### config.mk
export PLATFORM = sky130hd
export DESIGN_NAME = fb_memstage
export DESIGN_NICKNAME = d
export VERILOG_FILES = /design/src/rtl/fb_memstage.sv
export SDC_FILE = /design/constraint.sdc
export NUM_CORES = 1
export LEC_CHECK = 0
export BUFFER_PORTS_ARGS = -buffer_cell sky130_fd_sc_hd__clkbuf_2
export CAP_MARGIN = 20
export CORE_ASPECT_RATIO = 0.6
export CORE_MARGIN = 10
export CORE_UTILIZATION = 50
export CTS_CLUSTER_SIZE = 25
export DETAILED_ROUTE_END_ITERATION = 10
export PLACE_DENSITY = 0.82
export SETUP_SLACK_MARGIN = 0.3
export SLEW_MARGIN = 20
export SYNTH_ARGS = -nofsm -noshare
export SYNTH_HDL_FRONTEND = slang
export SYNTH_SLANG_ARGS = --single-unit
### constraint.sdc
create_clock -name clk -period 4.2 [get_ports clk]
set_input_delay 1.26 -clock clk [delete_from_list [all_inputs] [get_ports clk]]
set_output_delay 1.26 -clock clk [all_outputs]
set_load 0.02 [all_outputs]
### src/rtl/fb_memstage.sv
// fb_memstage: MEM stage of the Firebird pipeline, with a req/gnt/rvalid data port and the MEM/WB register.
// Latency: non-access ops take 1 cycle; a store takes >=3 cycles in MEM and a load takes >=4.
//   The MEM/WB register adds one further cycle.
// Backpressure: mem_stall holds EX/MEM while an access is outstanding. A bus timeout after MAX_WAIT cycles aborts the access.
//
// Ports:
//   clk, rst                       clock, synchronous active-high reset
//   mem_*                          instruction fields from the EX/MEM register
//   dmem_req/we/addr/wdata         request side of the data-memory port (addr/wdata/we latched at issue)
//   dmem_gnt/rvalid/rdata          grant and load-response side of the data-memory port
//   mem_stall                      combinational hold for EX/MEM and earlier stages
//   misalign_exc, bus_err          one-cycle registered exception pulses
//   wb_*                           MEM/WB pipeline register outputs
module fb_memstage #(
  parameter int MAX_WAIT = 64
) (
  input  logic        clk,
  input  logic        rst,
  input  logic        mem_mem_read,
  input  logic        mem_mem_write,
  input  logic        mem_mem_to_reg,
  input  logic        mem_reg_write,
  input  logic [31:0] mem_alu_res,
  input  logic [31:0] mem_rs2_data,
  input  logic [4:0]  mem_register_rd,
  output logic        dmem_req,
  output logic        dmem_we,
  output logic [31:0] dmem_addr,
  output logic [31:0] dmem_wdata,
  input  logic        dmem_gnt,
  input  logic        dmem_rvalid,
  input  logic [31:0] dmem_rdata,
  output logic        mem_stall,
  output logic        misalign_exc,
  output logic        bus_err,
  output logic        wb_mem_to_reg,
  output logic        wb_reg_write,
  output logic [31:0] wb_alu_res,
  output logic [31:0] wb_mem_data,
  output logic [4:0]  wb_register_rd
);

  typedef enum logic [1:0] {IDLE, REQ, WAIT, DONE} state_t;

  localparam int CW = $clog2(MAX_WAIT);

  state_t        state, state_nxt;
  logic [CW-1:0] wait_cnt;
  logic [31:0]   rdata_buf;
  logic          abort_q;
  logic          access, aligned, start, misalign, cnt_expired, timeout;
  logic          load_done_ok;

  assign access      = mem_mem_read | mem_mem_write;
  assign aligned     = (mem_alu_res[1:0] == 2'b00);
  assign start       = (state == IDLE) & access & aligned;
  assign misalign    = (state == IDLE) & access & ~aligned;
  assign cnt_expired = (wait_cnt == CW'(MAX_WAIT - 1));
  // A load that reached DONE through rvalid (not through the timeout path).
  assign load_done_ok = (state == DONE) & ~dmem_we & ~abort_q;

  always_comb begin
    state_nxt = state;
    timeout   = 1'b0;
    dmem_req  = 1'b0;
    mem_stall = 1'b0;
    unique case (state)
      IDLE: begin
        mem_stall = start;
        if (start) state_nxt = REQ;
      end
      REQ: begin
        dmem_req  = 1'b1;
        mem_stall = 1'b1;
        // A store grant completes the access, so it wins over an expiring counter.
        if (dmem_gnt && dmem_we) begin
          state_nxt = DONE;
        end else if (cnt_expired) begin
          state_nxt = DONE;
          timeout   = 1'b1;
        end else if (dmem_gnt) begin
          state_nxt = WAIT;
        end
      end
      WAIT: begin
        mem_stall = 1'b1;
        if (dmem_rvalid) begin
          state_nxt = DONE;
        end else if (cnt_expired) begin
          state_nxt = DONE;
          timeout   = 1'b1;
        end
      end
      DONE: state_nxt = IDLE;
      default: state_nxt = IDLE;
    endcase
  end

  always_ff @(posedge clk) begin
    if (rst) begin
      state          <= IDLE;
      wait_cnt       <= '0;
      rdata_buf      <= '0;
      abort_q        <= 1'b0;
      dmem_we        <= 1'b0;
      dmem_addr      <= '0;
      dmem_wdata     <= '0;
      misalign_exc   <= 1'b0;
      bus_err        <= 1'b0;
      wb_mem_to_reg  <= 1'b0;
      wb_reg_write   <= 1'b0;
      wb_alu_res     <= '0;
      wb_mem_data    <= '0;
      wb_register_rd <= '0;
    end else begin
      state        <= state_nxt;
      misalign_exc <= misalign;
      bus_err      <= timeout;

      if (start) begin
        // Read has priority when both read and write are set.
        dmem_we    <= ~mem_mem_read;
        dmem_addr  <= mem_alu_res;
        dmem_wdata <= mem_rs2_data;
        wait_cnt   <= '0;
        abort_q    <= 1'b0;
      end else if (state == REQ || state == WAIT) begin
        wait_cnt <= wait_cnt + 1'b1;
      end

      if (timeout) abort_q <= 1'b1;

      if (state == WAIT && dmem_rvalid) rdata_buf <= dmem_rdata;

      // The MEM/WB register inserts a bubble while stalled. On the releasing cycle it takes the
      // still-held EX/MEM fields.
      if (mem_stall) begin
        wb_reg_write  <= 1'b0;
        wb_mem_to_reg <= 1'b0;
      end else begin
        wb_mem_to_reg  <= mem_mem_to_reg;
        wb_reg_write   <= mem_reg_write & ~misalign & ~((state == DONE) & abort_q);
        wb_alu_res     <= mem_alu_res;
        wb_register_rd <= mem_register_rd;
        wb_mem_data    <= load_done_ok ? rdata_buf : 32'h0;
      end
    end
  end

endmodule

==> out/summary.md <==
- **smallest hold slack** 0.452 ns
- **dominant combinational cell family by area after synthesis** compound AO/OA/AOI/OAI gates
- **CTS Buffer Depth** 2
- **global-route wire length before repair** 31300 um
- **GRT overflow** 0
- **distinct cell type count after synthesis** 39
- **area share of the largest cell type after synthesis** 0.561
- **share of synthesized flip-flops with an asynchronous set or reset** 0
- **Post-synth top flop** sky130_fd_sc_hd__dfxtp_1
- **Clock Latency Late Sink** 0.41 ns
- **type of the most critical hold path** reg -> reg
- **pin count of the biggest net entering global routing** 62
- **initial core utilization** 0.520
- **area of placed instances** 7670 um2
- **layer carrying the most global-route usage** met2
- **clock tree sinks** 179
- **final-stage net count** 1076
- **total via count after detailed routing** 5953
- **number of clock buffers inserted by TritonCTS** 17
- **total length of routed wires** 19900 um
- **power density over the cells** 594 nW/um2
- **Final period util** 0.877
- **post-synth top area cell** sky130_fd_sc_hd__dfxtp_1
- **DRC errors left** 0
- **count of hold-fix buffers inserted at cts** 0
- **count leader, synth** sky130_fd_sc_hd__nand2_1
- **setup TNS** 0 ns
- **part of the Yosys area used for sequential elements** 0.561
- **post-route minimum period** 3.68 ns
- **Worst Clk Skew** 0.0164 ns
- **cts repair resizes** 0
- **number of levels in the clock H-tree** 4
- **startpoint type of the worst setup path** input port
- **count of synthesis-stage warnings from yosys** 0
- **detailed-placement wirelength estimate** 14500 um
- **buffer count from post-CTS setup fixing** 0
- **vias per inst** 5.23
- **Global Route met2 Usage** 0.341
- **Post-Syn Nets** 855
- **GR Util met1** 0.257
- **cell area after synthesis** 6390 um2
- **count of max-cap constraint violations** 0
- **final hold violation count** 0
- **total area of sequential cells** 3580 um2
- **xor-xnor portion of the synthesized cell area** 0.00685
- **height of the die** 108 um
- **starting DRC count in detailed routing** 402
- **final critical-path setup slack** 0.517 ns
- **result of the run** completed
- **setup violators final** 0
- **placer's final routability congestion estimate** 0.858
- **launching instance or port of the critical path** mem_alu_res[0]
- **Die Area** 17900 um2
- **R2R Path Start** state[0]$_SDFFE_PP0P_
- **crit end category** output port
- **data arrival at the endpoint of the critical path** 2.42 ns
- **number of ports placed on the die boundary** 249
- **transition time at the pin with the least slew margin** 0.643 ns
- **pre-CTS WS** 0.530 ns
- **met3 track utilization from global routing** 0.100
- **tightest slew margin relative to the limit** 0.571
- **Reg clk slew, reported paths** 0.07 ns
- **DRT Pass-1 Iters** 5
- **fraction of the mapped netlist area in compound gates** 0.192
- **area of the core region** 12300 um2
- **Max VDD drop** 278 uV
- **synthesized-area fraction occupied by adder cells** 0.0117
- **fillcell total** 1046
- **Synth Area per Inst** 8.64 um2
- **required time of the critical path** 2.94 ns
- **critical path start-end classification** in -> out
- **achievable clock frequency** 272 MHz
- **synth top area cells** sky130_fd_sc_hd__dfxtp_1, sky130_fd_sc_hd__nand2_1, sky130_fd_sc_hd__a21oi_1, sky130_fd_sc_hd__a22o_1, sky130_fd_sc_hd__o21ai_0
- **floorplan die width** 166 um
- **Post-synth top cells** sky130_fd_sc_hd__nand2_1, sky130_fd_sc_hd__dfxtp_1, sky130_fd_sc_hd__a21oi_1, sky130_fd_sc_hd__o21ai_0, sky130_fd_sc_hd__nand3_1
- **final core utilization** 0.675
- **multiplexer fraction of the synthesized cell area** 0.00313
- **Post-synth EDFFs** 0
- **count of input and output buffers** 248
- **largest fanout of any net on the critical path** 6
- **via count of the first global-routing pass** 5735
- **fraction of the mapped netlist area in simple logic gates** 0.175
- **leakage component of the power** 0.00356 uW
- **Antenna diodes** 0
- **layout overhead on the synthesized area** 29.9%
- **antenna violations before repair** 0
- **count of antenna-violating nets left after detailed routing** 0
- **TritonCTS clock tree** done
- **Final Max Slew Viols** 0
- **Final Instance Area** 8300 um2
- **average routed wire per standard cell** 17.4 um
- **synthesized instance count** 740
- **combined area of the multi-input logic cells** 2500 um2
- **number of flip-flops and latches in the synthesized netlist** 179
- **clock root buffer** sky130_fd_sc_hd__clkbuf_16
- **fraction of final layout cells with drive strength greater than 1** 0.310
- **Row Count** 31
- **RSZ-0062 raised after global routing** no
- **startpoint of the worst hold path** dmem_wdata[19]$_SDFFE_PP0P_
- **GRT Overall Usage** 0.215
-- cell type report --
| type | instances | area share |
|---|---|---|
| clock buffers | 20 | 0.0562 |
| repair buffers | 262 | 0.162 |
| well taps | 165 | 0.0249 |
| flip-flops and latches | 179 | 0.432 |
| inverters | 7 | 0.00317 |
| multi-input cells | 494 | 0.302 |
| clock inverters | 12 | 0.0199 |
-- metrics by stage --
step	power, uW	std cells
final	4930	1139
after global routing	5180	1139
after CTS	4970	1139
after detailed placement	3310	1107
after global placement	3280	1107
after floorplan	2890	740
-- metal layers --
layer | vias up | wire (um)
met5 | - | 0
li1 | 2945 | -
met3 | 13 | 2240
met4 | 0 | 238
met1 | 2744 | 8320
met2 | 251 | 9070
-- path summary, 6_finish.rpt --
| kind | endpoint | slack, ns | cells past startpoint |
|---|---|---|---|
| setup / recovery | mem_stall | 0.52 | 5 |
| hold / removal | dmem_wdata[19]$_SDFFE_PP0P_ | 0.45 | 2 |
| setup reg to reg | wb_mem_data[22]$_SDFFE_PP0N_ | 1.79 | 8 |
| hold reg to reg | dmem_wdata[19]$_SDFFE_PP0P_ | 0.45 | 2 |
-- cell usage in the layout (no fill, tap or decap), drive strengths merged, types with 3 or more instances in the layout --
| cell type | instances |
|---|---|
| dfxtp | 179 |
| buf | 15 |
| inv | 11 |
| clkinv | 5 |
| nor3 | 10 |
| bufinv | 3 |
| nand3 | 38 |
| o21ai | 41 |
| nand4 | 4 |
| clkbuf | 267 |
| ha | 6 |
| nand2 | 198 |
| a21oi | 132 |
| nor2 | 7 |
| xor2 | 3 |
| nor2b | 3 |
| a22o | 31 |
-- logic make-up (layout without fill, tap and decap cells) --
| kind of cell | after synthesis | in the layout |
|---|---|---|
| simple gates | 268 | 268 |
| mux | 2 | 2 |
| fa+ha+maj | 6 | 6 |
| flops | 179 | 179 |
| buf+inv | 67 | 301 |
| xor+xnor | 5 | 5 |
| compound gates | 213 | 213 |
-- critical path, cell delays in order --
cell and delay (ns):
sky130_fd_sc_hd__clkbuf_2 0.08, sky130_fd_sc_hd__or2_1 0.34, sky130_fd_sc_hd__o21a_4 0.26, sky130_fd_sc_hd__nor2_1 0.24, sky130_fd_sc_hd__clkbuf_2 0.23
-- where the power goes --
part / switching [uW] / internal, uW
Sequential: 109 / 1890
Clock: 664 / 997
Combinational: 886 / 387
Total: 1660 / 3270
No activity file was read; power rests on OpenSTA's default activity.
